--- src/rtl/cpu10_pkg.sv ---
// Shared constants and types for the 10-bit pipelined CPU front end.
package cpu10_pkg;

  localparam int ADDR_W  = 10;
  localparam int INSTR_W = 10;

  localparam logic [ADDR_W-1:0]  RESET_PC = '0;
  localparam logic [INSTR_W-1:0] NOP      = '0;

  typedef enum logic {
    RUN    = 1'b0,
    HALTED = 1'b1
  } fetch_state_e;

endpackage

--- src/rtl/if_id_pipe_reg.sv ---
// IF/ID pipeline register: load a fetched instruction, hold, flush to NOP, or kill valid only.
module if_id_pipe_reg
  import cpu10_pkg::*;
#(
  parameter int ADDR_W  = cpu10_pkg::ADDR_W,
  parameter int INSTR_W = cpu10_pkg::INSTR_W
) (
  input  logic               clk,
  input  logic               rst,
  input  logic               load_i,
  input  logic               flush_i,
  input  logic               kill_i,
  input  logic [INSTR_W-1:0] instr_i,
  input  logic [ADDR_W-1:0]  pc_i,
  input  logic [ADDR_W-1:0]  pc_plus1_i,
  output logic               valid_o,
  output logic [INSTR_W-1:0] instr_o,
  output logic [ADDR_W-1:0]  pc_o,
  output logic [ADDR_W-1:0]  pc_plus1_o
);

  logic               valid_q;
  logic [INSTR_W-1:0] instr_q;
  logic [ADDR_W-1:0]  pc_q;
  logic [ADDR_W-1:0]  pc_plus1_q;

  // Flush zeroes the instruction so a squashed slot looks like a NOP; kill only drops valid.
  always_ff @(posedge clk) begin
    if (rst) begin
      valid_q    <= 1'b0;
      instr_q    <= '0;
      pc_q       <= '0;
      pc_plus1_q <= '0;
    end else if (load_i) begin
      valid_q    <= 1'b1;
      instr_q    <= instr_i;
      pc_q       <= pc_i;
      pc_plus1_q <= pc_plus1_i;
    end else if (flush_i) begin
      valid_q    <= 1'b0;
      instr_q    <= INSTR_W'(NOP);
    end else if (kill_i) begin
      valid_q    <= 1'b0;
    end
  end

  assign valid_o    = valid_q;
  assign instr_o    = instr_q;
  assign pc_o       = pc_q;
  assign pc_plus1_o = pc_plus1_q;

endmodule

--- src/rtl/if_id_fetch_stage.sv ---
// Fetch stage: owns the PC and RUN/HALTED state, feeds the IF/ID register.
// Optional IF_ID_PERF_CNT_EN adds saturating fetched/bubble counters.
module if_id_fetch_stage
  import cpu10_pkg::*;
#(
  parameter int                ADDR_W   = cpu10_pkg::ADDR_W,
  parameter int                INSTR_W  = cpu10_pkg::INSTR_W,
  parameter logic [ADDR_W-1:0] RESET_PC = cpu10_pkg::RESET_PC
) (
  input  logic               clk,
  input  logic               rst,
  input  logic               stall,
  input  logic               redirect_valid,
  input  logic [ADDR_W-1:0]  redirect_pc,
  input  logic               halt_req,
  output logic [ADDR_W-1:0]  imem_addr,
  input  logic [INSTR_W-1:0] imem_rdata,
  output logic               id_valid,
  output logic [INSTR_W-1:0] id_instr,
  output logic [ADDR_W-1:0]  id_pc,
  output logic [ADDR_W-1:0]  id_pc_plus1,
`ifdef IF_ID_PERF_CNT_EN
  output logic [15:0]        perf_fetched,
  output logic [15:0]        perf_bubbles,
`endif
  output logic               fetch_halted
);

  fetch_state_e      state_q, state_d;
  logic [ADDR_W-1:0] pc_q, pc_d;
  logic [ADDR_W-1:0] pc_plus1;
  logic              load, flush, kill, bubble;

  assign pc_plus1 = pc_q + ADDR_W'(1);

  always_ff @(posedge clk) begin
    if (rst) begin
      state_q <= RUN;
      pc_q    <= RESET_PC;
    end else begin
      state_q <= state_d;
      pc_q    <= pc_d;
    end
  end

  // Priority in RUN: halt > redirect > stall > normal fetch.
  always_comb begin
    state_d = state_q;
    pc_d    = pc_q;
    load    = 1'b0;
    flush   = 1'b0;
    kill    = 1'b0;
    bubble  = 1'b0;
    if (state_q == RUN) begin
      if (halt_req) begin
        state_d = HALTED;
        kill    = 1'b1;
      end else if (redirect_valid) begin
        pc_d   = redirect_pc;
        flush  = 1'b1;
        bubble = 1'b1;
      end else if (stall) begin
        bubble = 1'b1;
      end else begin
        pc_d = pc_plus1;
        load = 1'b1;
      end
    end
  end

  if_id_pipe_reg #(
    .ADDR_W (ADDR_W),
    .INSTR_W(INSTR_W)
  ) u_pipe (
    .clk        (clk),
    .rst        (rst),
    .load_i     (load),
    .flush_i    (flush),
    .kill_i     (kill),
    .instr_i    (imem_rdata),
    .pc_i       (pc_q),
    .pc_plus1_i (pc_plus1),
    .valid_o    (id_valid),
    .instr_o    (id_instr),
    .pc_o       (id_pc),
    .pc_plus1_o (id_pc_plus1)
  );

  assign imem_addr    = pc_q;
  assign fetch_halted = (state_q == HALTED);

`ifdef IF_ID_PERF_CNT_EN
  logic [15:0] fetched_q, bubbles_q;

  function automatic logic [15:0] sat_inc(input logic [15:0] v);
    return (v == 16'hFFFF) ? v : v + 16'd1;
  endfunction

  always_ff @(posedge clk) begin
    if (rst) begin
      fetched_q <= '0;
      bubbles_q <= '0;
    end else begin
      if (load)   fetched_q <= sat_inc(fetched_q);
      if (bubble) bubbles_q <= sat_inc(bubbles_q);
    end
  end

  assign perf_fetched = fetched_q;
  assign perf_bubbles = bubbles_q;
`endif

endmodule

--- config.mk ---
export PLATFORM = sky130hd
export DESIGN_NAME = if_id_fetch_stage
export DESIGN_NICKNAME = d
export VERILOG_FILES = /design/src/rtl/cpu10_pkg.sv /design/src/rtl/if_id_pipe_reg.sv /design/src/rtl/if_id_fetch_stage.sv
export SDC_FILE = /design/constraint.sdc
export NUM_CORES = 1
export LEC_CHECK = 0
export CORE_UTILIZATION = 39
export CTS_CLUSTER_DIAMETER = 30
export DETAILED_ROUTE_END_ITERATION = 7
export PLACE_DENSITY = 0.76
export SETUP_SLACK_MARGIN = 0.02
export SLEW_MARGIN = 40
export SYNTH_ARGS = -nofsm -noshare
export SYNTH_HDL_FRONTEND = slang
export SYNTH_SLANG_ARGS = --single-unit
--- constraint.sdc ---
create_clock -name clk -period 1.4 [get_ports clk]
set_input_delay 0.28 -clock clk [delete_from_list [all_inputs] [get_ports clk]]
set_output_delay 0.28 -clock clk [all_outputs]
set_load 0.01 [all_outputs]
After elaboration in Yosys (flattened, before gate mapping)
Index checks and enable logic that the tools add are counted.

Bits in registers: 42. Input port bits: 25. Word-level logic and storage cells: 30. Output and inout port bits: 42.

Bitwise gates (word level): 2. $add $sub $neg: 1. Equality and inequality tests: 1. Mux-type cells: 17. Reductions and logical operators: 3.

Operator list (count): 2-to-1 mux 10 bit (4); 2-to-1 mux 1 bit (13); adder 10 x 1 -> 10 bit (second input constant) (1); AND reduction 3 bit (1); nonzero test 3 bit (1); inequality test 2 x 1 -> 1 bit (second input constant) (1); inverter 1 bit (2); nonzero test 2 bit (1).

Longest topological paths before layout
Depth after elaboration: 5. Mapped depth: 6. Mapped depth without buffers: 5.

By module
A second synthesis with hierarchy kept.

Cells, all modules: 213. Area total of the unflattened synthesis: 1978.1 um^2.

Modules (own cells, without submodules): if_id_pipe_reg (sequential area each 620.6 um^2, cells an instance 114, area an instance 1227.4 um^2, instances 1); if_id_fetch_stage (sequential area each 220.2 um^2, cells an instance 99, area an instance 750.7 um^2, instances 1).

Worst setup path after synthesis
Ideal clock, no wire load.

Path type: register -> register. Start: register pc_q[0] (netlist: imem_addr[0]). End: register pc_q[6] (netlist: imem_addr[6]). Stages on the path, launching flop included: 6. Buffers on the path: 0. Arrival: 1376 ps. Slack: -68 ps. Data required time: 1308 ps. Cells stage by stage: dfxtp_1 > ha_1 > nand3_1 > nor4_1 > a21oi_1 > o32ai_1.

Longest elaborated chain between the ends: 3.

RTL lines: from (decl) (line if_id_fetch_stage.sv:30) `logic [ADDR_W-1:0] pc_q, pc_d;`; from (signal assigned) (line if_id_fetch_stage.sv:42) `pc_q <= pc_d;`; adder 10 x 1 -> 10 bit (line if_id_fetch_stage.sv:34) `assign pc_plus1 = pc_q + ADDR_W'(1);`; 2-to-1 mux 10 bit (line if_id_fetch_stage.sv:62) `end else if (stall) begin`; 2-to-1 mux 10 bit (line if_id_fetch_stage.sv:58) `end else if (redirect_valid) begin`.

No other way between the ends. The select of a mux whose other input is x is not followed. A chain may end at the register's enable or synchronous reset.

Final worst setup path
Start: register pc_q[6] (netlist: imem_addr[6]). End: register u_pipe.pc_plus1_q[9] (netlist: u_pipe.pc_plus1_o[9]).

Longest elaborated chain between the ends: 1.

RTL lines: adder 10 x 1 -> 10 bit (line if_id_fetch_stage.sv:34); to (signal assigned) (line if_id_pipe_reg.sv:38) `pc_plus1_q <= pc_plus1_i;`; to (decl) (line if_id_pipe_reg.sv:25) `logic [ADDR_W-1:0] pc_plus1_q;`.

No other way between the ends.

==> impl_metrics.toml <==
[drt]
drt_iter0_drc = 97
vias = 1798
wl_per_cell_microns = 13.2
vias_per_cell = 4.99
drt_pass1_iterations = 4
drc = 0
ant_nets = 0
drt-total-wl_microns = 4740

[setup_path]
path_buf_inv = 0
reg2reg_setup_slack_ns = 0.04
reg2reg_depth = 4
critPathMaxStageDelay_ns = 0.38
crit_type = "register to register"
critical_path_arrival_ns = 1.55
critPathCaptureType = "register"
path_cells = "nand4_1, nor4_2, mux2i_1, nor3_1"
crit_slowest_cell = "dfxtp_2"
reg2reg_to = "u_pipe.pc_plus1_o[9]$_SDFFE_PP0N_"
r2r_start = "imem_addr[6]$_SDFFE_PP0P_"
crit_path_start_kind = "register"
cpLargestDelayFamily = "simple AND/OR/NAND/NOR gates"
path_max_fanout = 4
startpoint = "imem_addr[6]$_SDFFE_PP0P_"
cp.required_ns = 1.60

[clock_network]
cts.path.max_buffers = 2
clock-sinks = 42
cts_tree = "built"
cts.htree.levels = 2
clk_pin_slew_ns = 0.08
clkLatencyLatePin_ns = 0.30
cts_root_buf = "clkbuf_8"
cts_buffers = 5

[worst_hold_path]
hold_start = "u_pipe.pc_o[8]$_SDFFE_PP0N_"
hp-class = "register to register"
hold_depth = 2
min_to = "u_pipe.pc_o[8]$_SDFFE_PP0N_"

[global_routing]
gr-total-overflow = 0
antenna_found_initial = 0
grt_pass1_wl_microns = 7960
grt_pass1_vias = 1672
grt_max_degree = 15
track_usage_pct = 20.8

[floorplanning]
io_pins = 67
dieArea_sq_um = 4840
num_rows = 24
core_sq_um = 4380
start_util_pct = 40.6
die_w_microns = 69.6
die_h_microns = 69.6

[timing]
fin_hold_ws_ns = 0.452
relSlewSlack_pct = 77.2
slew_violations = 0
rsz0062_at_grt = "yes"
hold_viol_final = 0
setup_viol = 0
worst_pin_slew_ns = 0.341
finalCriticalPeriod_ns = 1.36
fin_skew_ns = 0.00780
min_period_over_period_pct = 97.1
fmax_ghz = 0.736

[final_layout]
fill_cells = 391
final_cell_mix = "dlygate4sd2_1, buf_4, nand2_1"
nNetsFinal = 333
diodes = 0
final_util_pct = 64.3
drive_above_1_share_pct = 23.7
fin_area_sq_um = 2820
final_common_cell = "dlygate4sd2_1"
area_delta_synth_final_pct = 58.3

[synthesis]
ys_types = 32
synth_seq_cells = 42
synth_area_sq_um = 1780
avgSynthCellArea_sq_um = 8.52
synth_top_area_share_pct = 47.2
synth_warnings = 0
synthTopCellsByArea = "dfxtp_1, nand2_1, nor2_1, a21oi_1, a22oi_1"
synth_top_cell_by_area = "dfxtp_1"
synth_seq_area_share_pct = 47.2
syn_nets = 235
netlist_instances = 209

[power]
power_density_nw_per_um2 = 877
p_leak_nw = 1.21
irDropWorstVdd_uv = 534
p_total_w = 0.00247

[placed_design]
globalplace.congestion = 0.846
placed_cell_area_sq_um = 2690
dpl.hpwl_microns = 3490
io_buffer_count = 66

[flow_run]
drv_cap = 0

[outcome]
outcome = "finished, final reports clean"
## routing by layer
layer	wire, microns	share of wire (%)	up-vias	track usage (%)
met5	0	0	-	0
met4	49	1.0	0	6.58
met3	333	7.0	5	6.40
met2	2200	46	64	32.7
met1	2160	45	812	27.2
li1	-	-	917	-
## power by group
part | switching, W | internal, W
logic | 0.000186 | 0.000221
clock network | 0.000438 | 0.000351
registers | 0.0000404 | 0.00124
## area by class of cell
class | instances | area [sq um] | area share, %
timing repair buffer | 107 | 923 | 32.8
multi-input combinational | 148 | 868 | 30.8
sequential | 42 | 862 | 30.6
clock buffer | 5 | 68.8 | 2.44
tap | 52 | 65.1 | 2.31
clock inverter | 3 | 18.8 | 0.666
inverter | 3 | 11.3 | 0.400
## worst register-to-register path, cell delays in order (launching register included)
cell,delay [ns]
dfxtp_2,0.38
nand4_1,0.17
nor4_2,0.35
mux2i_1,0.29
nor3_1,0.07
## sequential cells by signal, indices dropped and copies added, names as in the netlist
name / count
fetch_halted: 1
imem_addr: 10
u_pipe.instr_o: 10
u_pipe.pc_o: 10
u_pipe.pc_plus1_o: 10
u_pipe.valid_o: 1
## synthesized netlist by cell type
cell type  number
nand3_1         2
a211oi_1        3
buf_4           1
o22ai_1         4
o21a_1          4
o21ai_1         1
a211oi_2        3
a21oi_1        16
nand2b_1        4
ha_1            1
buf_6           4
xnor2_1         3
nor4_1          3
nand2_1        35
mux2i_1         3
xor2_1          2
inv_1           3
o21ai_0         5
nor4_4          1
buf_2           3
nor2_2          4
a31oi_1         3
nand3_2         1
o31ai_1         2
a22oi_1        10
nor2_1         25
dfxtp_1        42
clkbuf_1        8
or3_1           1
nor3_1          9
o32ai_1         2
nand4_1         1
## what timing repair did
item,in CTS,in global routing
gates resized for setup,56,11
gates cloned,1,0
buffers inserted,1,3
hold buffers,0,0
pin swaps,4,3
setup endpoints to repair,72,26
## stage by stage
step	std cells	TNS, ns	worst slack [ns]
2_1_floorplan	209	0	0.0216
3_3_place_gp	347	-11.81	-0.352
3_5_place_dp	347	-13.14	-0.420
4_1_cts	357	0	0.00699
5_1_grt	360	-0.0361	-0.0211
6_report	360	0	0.0411
## cells by family (layout without fill, tap and decap cells)
| family | count (synthesis) | count (layout) | synth area share [%] |
|---|---|---|---|
| xor gates and xnor gates | 5 | 5 | 2.46 |
| and+or+nand+nor | 86 | 86 | 22.1 |
| muxes | 3 | 3 | 1.69 |
| buffers and inverters | 19 | 118 | 6.11 |
| adders and majority gates | 1 | 1 | 0.703 |
| DFF | 42 | 42 | 47.2 |
| AOI/OAI and AO/OA | 53 | 53 | 19.7 |
## how the worst max path moves through the flow
| stage | to | slack (ns) | cells past startpoint |
|---|---|---|---|
| 6_report | u_pipe.pc_plus1_o[9]$_SDFFE_PP0N_ | 0.04 | 4 |
| 5_1_grt | imem_addr[9]$_SDFFE_PP0P_ | -0.02 | 4 |
| 4_1_cts | u_pipe.pc_plus1_o[9]$_SDFFE_PP0N_ | 0.007 | 5 |
| 3_5_place_dp | u_pipe.pc_plus1_o[5]$_SDFFE_PP0N_ | -0.42 | 6 |
| 3_3_place_gp | imem_addr[9]$_SDFFE_PP0P_ | -0.35 | 6 |
| 2_1_floorplan | imem_addr[9]$_SDFFE_PP0P_ | 0.02 | 5 |
Note: power is estimated with default switching activity, not from simulation.
